===== src/rtl/mont_digit_sequencer_if.sv =====
// mont_digit_sequencer_if: handshake bundle between the radix-4 Montgomery sequencer, its host and the datapath
interface mont_digit_sequencer_if #(
    parameter int N = 1024
);
    localparam int CW = $clog2(N / 2);

    logic          start;
    logic [N-1:0]  in_A;
    logic [1:0]    m_lsb;
    logic          acc_valid;
    logic [1:0]    acc_lsb;
    logic [2:0]    select;
    logic          sel_valid;
    logic          shift_en;
    logic          busy;
    logic          done;
    logic          err;
    logic [CW-1:0] iter;

    modport master (
        output start, in_A, m_lsb, acc_valid, acc_lsb,
        input  select, sel_valid, shift_en, busy, done, err, iter
    );

    modport slave (
        input  start, in_A, m_lsb, acc_valid, acc_lsb,
        output select, sel_valid, shift_en, busy, done, err, iter
    );
endinterface


===== src/rtl/mont_digit_sequencer.sv =====
// mont_digit_sequencer: scans A two bits per iteration and issues B/M addend select codes for radix-4 Montgomery
module mont_digit_sequencer #(
    parameter int N = 1024
) (
    input  logic                    clk,
    input  logic                    reset,
    mont_digit_sequencer_if.slave   bus
);
    localparam int DIGITS = N / 2;
    localparam int CW     = $clog2(N / 2);

    typedef enum logic [2:0] {IDLE, ISSUE_B, WAIT_B, ISSUE_M, WAIT_M, DONE} state_t;

    state_t        state_q, state_d;
    logic [N-1:0]  a_q, a_d;
    logic [1:0]    q_q, q_d;
    logic [2:0]    select_q, select_d;
    logic          busy_q, busy_d;
    logic          done_q, done_d;
    logic          err_q, err_d;
    logic [CW-1:0] iter_q, iter_d;
    logic [1:0]    m_inv;
    logic [1:0]    q_new;

    // An odd M is its own inverse mod 4, so m' = -M mod 4
    assign m_inv = -bus.m_lsb;
    assign q_new = 2'(bus.acc_lsb * m_inv);

    // Next-state, operand shift, quotient capture and the registered select code
    always_comb begin
        state_d  = state_q;
        a_d      = a_q;
        q_d      = q_q;
        select_d = select_q;
        busy_d   = busy_q;
        done_d   = 1'b0;
        err_d    = err_q;
        iter_d   = iter_q;
        case (state_q)
            IDLE: if (bus.start) begin
                state_d  = ISSUE_B;
                a_d      = bus.in_A;
                iter_d   = '0;
                err_d    = 1'b0;
                busy_d   = 1'b1;
                select_d = {1'b0, bus.in_A[1:0]};
            end
            ISSUE_B: state_d = WAIT_B;
            WAIT_B: if (bus.acc_valid) begin
                state_d  = ISSUE_M;
                q_d      = q_new;
                select_d = (q_new == 2'd0) ? 3'b000 : {1'b1, q_new - 2'd1};
            end
            ISSUE_M: state_d = WAIT_M;
            WAIT_M: if (bus.acc_valid) begin
                err_d = err_q | (bus.acc_lsb != 2'b00);
                a_d   = a_q >> 2;
                if (iter_q == CW'(DIGITS - 1)) begin
                    state_d  = DONE;
                    busy_d   = 1'b0;
                    done_d   = 1'b1;
                    select_d = 3'b000;
                end else begin
                    state_d  = ISSUE_B;
                    iter_d   = iter_q + 1'b1;
                    select_d = {1'b0, a_d[1:0]};
                end
            end
            DONE: state_d = IDLE;
            default: state_d = IDLE;
        endcase
    end

    // State register with synchronous reset, also clearing on mid-operation reset
    always_ff @(posedge clk) begin
        if (reset) begin
            state_q  <= IDLE;
            a_q      <= '0;
            q_q      <= 2'b00;
            select_q <= 3'b000;
            busy_q   <= 1'b0;
            done_q   <= 1'b0;
            err_q    <= 1'b0;
            iter_q   <= '0;
        end else begin
            state_q  <= state_d;
            a_q      <= a_d;
            q_q      <= q_d;
            select_q <= select_d;
            busy_q   <= busy_d;
            done_q   <= done_d;
            err_q    <= err_d;
            iter_q   <= iter_d;
        end
    end

    assign bus.select    = select_q;
    assign bus.sel_valid = (state_q == ISSUE_B) || (state_q == ISSUE_M);
    assign bus.shift_en  = (state_q == ISSUE_M);
    assign bus.busy      = busy_q;
    assign bus.done      = done_q;
    assign bus.err       = err_q;
    assign bus.iter      = iter_q;
endmodule


===== src/flat_wrapper.sv =====
// flat-port wrapper written by rule: the top's interface ports become plain ports
module mont_digit_sequencer_flat 
#(
    parameter int N = 1024
)
  (clk, reset, bus_start, bus_in_A, bus_m_lsb, bus_acc_valid, bus_acc_lsb, bus_select, bus_sel_valid, bus_shift_en, bus_busy, bus_done, bus_err, bus_iter);
  mont_digit_sequencer_if #(.N(N)) bus_i ();
  input  logic clk;
  input  logic reset;
  input wire logic [$bits(bus_i.start)-1:0] bus_start;
  input wire logic [$bits(bus_i.in_A)-1:0] bus_in_A;
  input wire logic [$bits(bus_i.m_lsb)-1:0] bus_m_lsb;
  input wire logic [$bits(bus_i.acc_valid)-1:0] bus_acc_valid;
  input wire logic [$bits(bus_i.acc_lsb)-1:0] bus_acc_lsb;
  output wire logic [$bits(bus_i.select)-1:0] bus_select;
  output wire logic [$bits(bus_i.sel_valid)-1:0] bus_sel_valid;
  output wire logic [$bits(bus_i.shift_en)-1:0] bus_shift_en;
  output wire logic [$bits(bus_i.busy)-1:0] bus_busy;
  output wire logic [$bits(bus_i.done)-1:0] bus_done;
  output wire logic [$bits(bus_i.err)-1:0] bus_err;
  output wire logic [$bits(bus_i.iter)-1:0] bus_iter;
  assign bus_i.start = bus_start;
  assign bus_i.in_A = bus_in_A;
  assign bus_i.m_lsb = bus_m_lsb;
  assign bus_i.acc_valid = bus_acc_valid;
  assign bus_i.acc_lsb = bus_acc_lsb;
  assign bus_select = bus_i.select;
  assign bus_sel_valid = bus_i.sel_valid;
  assign bus_shift_en = bus_i.shift_en;
  assign bus_busy = bus_i.busy;
  assign bus_done = bus_i.done;
  assign bus_err = bus_i.err;
  assign bus_iter = bus_i.iter;
  mont_digit_sequencer #(.N(N)) u_core (.clk(clk), .reset(reset), .bus(bus_i));
endmodule

===== config.mk =====
export PLATFORM = sky130hd
export DESIGN_NAME = mont_digit_sequencer_flat
export DESIGN_NICKNAME = d
export VERILOG_FILES = /design/src/rtl/mont_digit_sequencer_if.sv /design/src/rtl/mont_digit_sequencer.sv /design/src/flat_wrapper.sv
export SDC_FILE = /design/constraint.sdc
export NUM_CORES = 2
export LEC_CHECK = 0
export CAP_MARGIN = 20
export CORE_AREA = 2 2 413 415
export DETAILED_ROUTE_END_ITERATION = 16
export DIE_AREA = 0 0 415 417
export PLACE_DENSITY_LB_ADDON = 0.3
export SLEW_MARGIN = 5
export SYNTH_ARGS = -nofsm -noshare
export SYNTH_HDL_FRONTEND = slang
export SYNTH_SLANG_ARGS = --single-unit

===== constraint.sdc =====
create_clock -name clk -period 3.8 [get_ports clk]
set_clock_uncertainty 0.05 [all_clocks]
set_input_delay 0.57 -clock clk [delete_from_list [all_inputs] [get_ports clk]]
set_output_delay 0.57 -clock clk [all_outputs]
set_load 0.02 [all_outputs]

**After elaboration in Yosys (flattened, before gate mapping)**

Cells that the tools add are included.
Widths: inputs -> output; s select.

- Add/sub/neg operators: 3
- Shift operators: 0
- Divide/modulo/power cells: 0
- Bitwise logic cells: 3
- Reduce and logical (&&, ||, !) cells: 12
- Magnitude comparators: 0
- Multipliers: 1
- Equal/unequal tests: 10
- Muxes and demuxes: 26

Operators with widths:

| operator | number |
|---|---|
| $mux 1024 | 2 |
| $pmux 1024 s2 | 1 |
| $mux 9 | 3 |
| $mux 3 | 8 |
| $pmux 9 s2 | 1 |
| $pmux 3 s5 | 1 |
| $reduce_and 4->1 | 3 |
| $add 9x1->9 const B | 1 |
| $eq 9x9->1 const B | 1 |
| $pmux 3 s3 | 1 |
| $ne 2x2->1 const B | 4 |
| $eq 3x2->1 const B | 2 |
| $mux 1 | 6 |
| $reduce_and 3->1 | 2 |
| $pmux 1 s2 | 2 |
| $reduce_bool 2->1 | 2 |
| $eq 3x1->1 const B | 1 |
| $eq 3x3->1 const B | 1 |
| $logic_not 3->1 | 1 |
| $reduce_bool 3->1 | 1 |
| $reduce_or 3->1 | 1 |
| $logic_not 2->1 | 1 |
| $mul 2x2->2 | 1 |
| $mux 2 | 1 |
| other kinds (6) | 7 |

- Flip-flop bits (word level): 1042
- Bits in read-only memories: 0
- Bits in writable memories: 0
- Bits in latches: 0
- Logic and storage cells: 62
- Memories: 0

**Logic depth before layout (Yosys ltp)**

- Word-level depth: 6
- Depth in mapped cells: 9
- Gate-level depth less buffers: 8

**Worst setup path after synthesis**

Ideal clock, no wire load.

- Kind: register to register
- Start: register u_core.iter_q[0] (netlist: u_core.bus.iter[0])
- End: register u_core.iter_q[1] (netlist: u_core.bus.iter[1])
- Period minus slack after synthesis: 2177 ps
- Arrival: 1999 ps
- Slack: 1623 ps
- Cell stages (with the launch flop): 10
- Library setup time: 128 ps
- Required time: 3622 ps
- Cells stage by stage: dfxtp_1 -> ha_1 -> and2_1 -> and3_1 -> ha_1 -> and3b_1 -> clkbuf_1 -> o21ai_1 -> mux2i_1 -> nor2_1

- Cells in the longest elaborated chain, start to end: 4
- Elaborated cells between the ends (all ways): 7
- Those cells by class: add/sub: 1; eq/ne: 2; mux: 3; reduce/logical: 1

RTL lines:

| what | RTL line | source |
|---|---|---|
| start: declaration | mont_digit_sequencer.sv:21 | `logic [CW-1:0] iter_q, iter_d;` |
| start signal: assignment | mont_digit_sequencer.sv:93 | `iter_q <= iter_d;` |
| $add 9x1->9 | mont_digit_sequencer.sv:65 | `iter_d = iter_q + 1'b1;` |
| $mux 9 | mont_digit_sequencer.sv:58 | `if (iter_q == CW'(DIGITS - 1)) begin` |
| $mux 9 | mont_digit_sequencer.sv:55 | `WAIT_M: if (bus.acc_valid) begin` |
| $pmux 9 s2 | mont_digit_sequencer.sv:39 | `case (state_q)` |

Parallel ways exist; a longest one is shown, timed or not. The select of a mux whose other input is x is not followed.
A chain may end at the register's enable or synchronous reset.

**Worst setup path in the final report**

- Start: register u_core.state_q[0]
- End: output port bus_shift_en

- Cells in the longest elaborated chain, start to end: 1

RTL lines:

| what | RTL line | source |
|---|---|---|
| start: declaration | mont_digit_sequencer.sv:14 | `state_t state_q, state_d;` |
| start signal: assignment | mont_digit_sequencer.sv:86 | `state_q <= state_d;` |
| $eq 3x2->1 | mont_digit_sequencer.sv:99 | `assign bus.shift_en = (state_q == ISSUE_M);` |
| end: declaration | flat_wrapper.sv:17 | `output wire logic [$bits(bus_i.shift_en)-1:0] bus_shift_en;` |

Every way passes these cells.

==> summary.txt <==
Floorplanning
  – Die Y: 417 µm
  – Die Wd: 415 µm
  – CORE AREA: around 0.17 mm²
  – Initial Util: 0.264
  – Row count: approximately 150
  – Die ar.: roughly 0.17 mm²
  – IO Pins: between 1000 and 1500

Global routing
  – Largest net degree at the start of global routing: 194
  – First-pass GRT wire length: around 250 mm
  – Initial antenna violation count: 22
  – Overflow after GRT: 0
  – Vias in the first global route: just over 40000
  – Gr usage total: 0.186

Clocking
  – Worst skew pair latency: 720 ps
  – CTS tree: built
  – CTS H-tree lvls: 3
  – # Post-CTS Setup Buffers: 0
  – CTS root buf: clkbuf_16
  – Hold Buf Count CTS: 0
  – Clk buf depth: 3
  – CTS buffer count: 117
  – Clk slew on worst S/H paths: 70 ps
  – Clk sink count: 1040
  – CTS resizes: 0

Finish
  – Fin nets: ~7500
  – Filler cell count: between 15000 and 20000
  – Sequential cell area: between 0.02 and 0.025 mm²
  – Synthesis-to-finish area growth: 35.9%
  – Multi-input logic area: 0.0211 mm²
  – Layout cell share with drive strength beyond 1: 0.0476

Synth
  – Top-area cell type share of the netlist area: 0.468
  – Largest cells by area after synthesis: dfxtp_1 (47%), a311oi_1 (20%), nand2_1 (17%)
  – Most used DFF post-synth: dfxtp_1
  – Area leader, netlist: dfxtp_1
  – Sequential cell area fraction in the yosys report: 0.468
  – Avg Cell Area, Syn: ~7.7 µm²
  – Yosys cell types: slightly above 40
  – Asr flop ratio synth: 0
  – Yosys reg bits: between 1000 and 1500
  – Synth Instances: roughly 5800
  – Post-synth EDFFs: 0
  – Synth warn: 0
  – Mapped Area: between 0.04 and 0.05 mm²
  – Synth cell count leaders: nand2_1 (2041), nor2_1 (1042), dfxtp_1 (1040)
  – Top-count cell post-synth: nand2_1
  – Mapped Nets: 6821

Critical path
  – Crit path from: u_core.state_q[0]$_SDFFE_PP0P_
  – Worst Path Class, Setup: flop to output port
  – FF-to-FF setup slack: approximately 1200 ps
  – Crit-path slowest cell: clkdlybuf4s50_1
  – CP Max Fanout: 12
  – Critical Path RT: around 3200 ps
  – Worst path depth: 3
  – Critical path launch point type: flop
  – Cell chain of the critical path: nor2b_1 > and2_1 > clkdlybuf4s50_1
  – Crit path DAT: ~2500 ps
  – Worst Setup EP: bus_shift_en
  – Buf/Inv on CP: 1
  – Worst reg2reg path depth: 6
  – R2r endpoint: u_core.a_q[849]$_SDFFE_PP0P_
  – Cell family with most CP delay: buffers and inverters
  – CP endpoint kind: output port
  – CP max stage delay: 710 ps
  – FF-to-FF Start: u_core.state_q[0]$_SDFFE_PP0P_

Routing
  – # DRC: 0
  – Vias: 44100
  – Vias per inst: about 5
  – Routed Antenna Nets: 0
  – Routed wire length: 170 mm
  – Drt pass-1 iters: 6
  – Routed len/inst: approximately 19 µm
  – Iteration-0 DRC Markers: a little under 4000

STA
  – Final hold violation count: 0
  – Setup violators final: 0
  – Max-slew headroom: 0.408
  – Tcrit/Tclk final: 0.831
  – RSZ-0062 raised after global routing: false
  – TNS Setup: 0 ps
  – Setup ws final: between 600 and 700 ps
  – FMAX: 0.317 GHz
  – Slew at the pin closest to its max-slew limit: between 800 and 900 ps
  – Max-slew violation count: 0
  – Fin crit period: 3160 ps

Pwr
  – Pwr/cell area: between 400 and 500 mW/mm²
  – Max IR drop VDD: about 0.34 mV
  – Final Total Pwr: about 30 mW
  – Static Leak: roughly 23 nW

Placement
  – IO buf count: approximately 1000
  – HPWL after DPL: around 120 mm
  – Pre-CTS setup slack: roughly 770 ps
  – Placer Congestion: between 0.8 and 0.9

Run status
  – Status: complete, no violations

Hold path
  – Hold Path Class: input port to flop

Job
  – # Max-Cap Violations: 0
-- how the worst min path moves through the flow --
| stage | from | end | slack, ps | cells past startpoint |
|---|---|---|---|---|
| after global placement | u_core.a_q[736]$_SDFFE_PP0P_ | u_core.a_q[734]$_SDFFE_PP0P_ | 410 | 2 |
| after CTS | bus_in_A[806] | u_core.a_q[806]$_SDFFE_PP0P_ | 280 | 3 |
| after detailed placement | u_core.a_q[8]$_SDFFE_PP0P_ | u_core.a_q[6]$_SDFFE_PP0P_ | 410 | 2 |
| final | bus_in_A[806] | u_core.a_q[806]$_SDFFE_PP0P_ | 370 | 3 |
| after floorplan | u_core.a_q[595]$_SDFFE_PP0P_ | u_core.a_q[593]$_SDFFE_PP0P_ | 410 | 2 |
| after global routing | bus_in_A[35] | u_core.a_q[35]$_SDFFE_PP0P_ | 310 | 3 |
-- area by class of cell --
class / instances / share of cell area
multi-input combinational: 4170 / 0.349
inverter: 3 / 0.000186
timing repair buffer: 1149 / 0.193
sequential: 1040 / 0.344
tap: 2218 / 0.0459
antenna: 16 / 0.000662
clock buffer: 165 / 0.0564
clock inverter: 50 / 0.0108
-- metal layers --
layer	GRT usage	routed length, µm	share of wire
met5	0	59	0.00035
met4	0.0774	6580	0.039
met3	0.0304	8980	0.053
met2	0.314	82400	0.48
met1	0.235	72000	0.42
-- sequential cells by signal, indices dropped and copies added, names as in the netlist --
register and count:
u_core.bus.busy 1, u_core.bus.iter 9, u_core.bus.select 3, u_core.bus.err 1
u_core.bus.done 1, u_core.state_q 3, u_core.a_q 1022
-- metrics by stage --
stage | utilization | instance area (µm²) | hold slack, ps | cells
5_1_grt | 0.359 | 60500 | 311 | 8810
2_1_floorplan | - | 44500 | 405 | 5787
4_1_cts | 0.358 | 60400 | 279 | 8795
6_report | 0.359 | 60500 | 372 | 8811
3_3_place_gp | 0.334 | 56400 | 409 | 8580
3_5_place_dp | 0.334 | 56400 | 415 | 8580
-- power breakdown --
part / internal (mW) / switching [mW] / total [mW] / leakage [nW]
Clock: 7.01 / 4.90 / 11.9 / 2.01
Sequential: 12.3 / 0.730 / 13.0 / 8.62
Combinational: 2.29 / 2.60 / 4.89 / 12.0
Total: 21.6 / 8.23 / 29.8 / 22.6
-- logic make-up after synthesis --
family	after synthesis	synth area share
AND/OR/NAND/NOR	3110	0.265
AO/OA/AOI/OAI	1046	0.206
flip-flops	1040	0.468
buffers and inverters	577	0.0582
XOR/XNOR	9	0.00177
multiplexers	3	0.000703
adder cells (fa/ha/maj)	2	0.000562
-- cells in the final DEF, fill, tap and decap left out, drive strengths merged, types with 2 or more instances in the layout --
cell type,instances
a22oi,3
and3,2
nand3b,2
clkinvlp,3
bufinv,11
nor3b,3
clkinv,29
nor4bb,2
and2,4
dfxtp,1040
xnor2,2
buf,102
ha,2
xor2,7
o211ai,2
o2111ai,4
clkdlybuf4s50,1047
and3b,2
diode,16
clkbuf,165
nor2b,4
nand2,2041
nor2,1042
a21oi,6
inv,10
mux2i,2
a311oi,1021
nor3,2
o21ai,6
-- tightest hold or removal path, stage by stage --
cell	delay (ps)
clkdlybuf4s50_1	400
nand2_1	50
a311oi_1	80
Power figures use the tool's default switching activity.
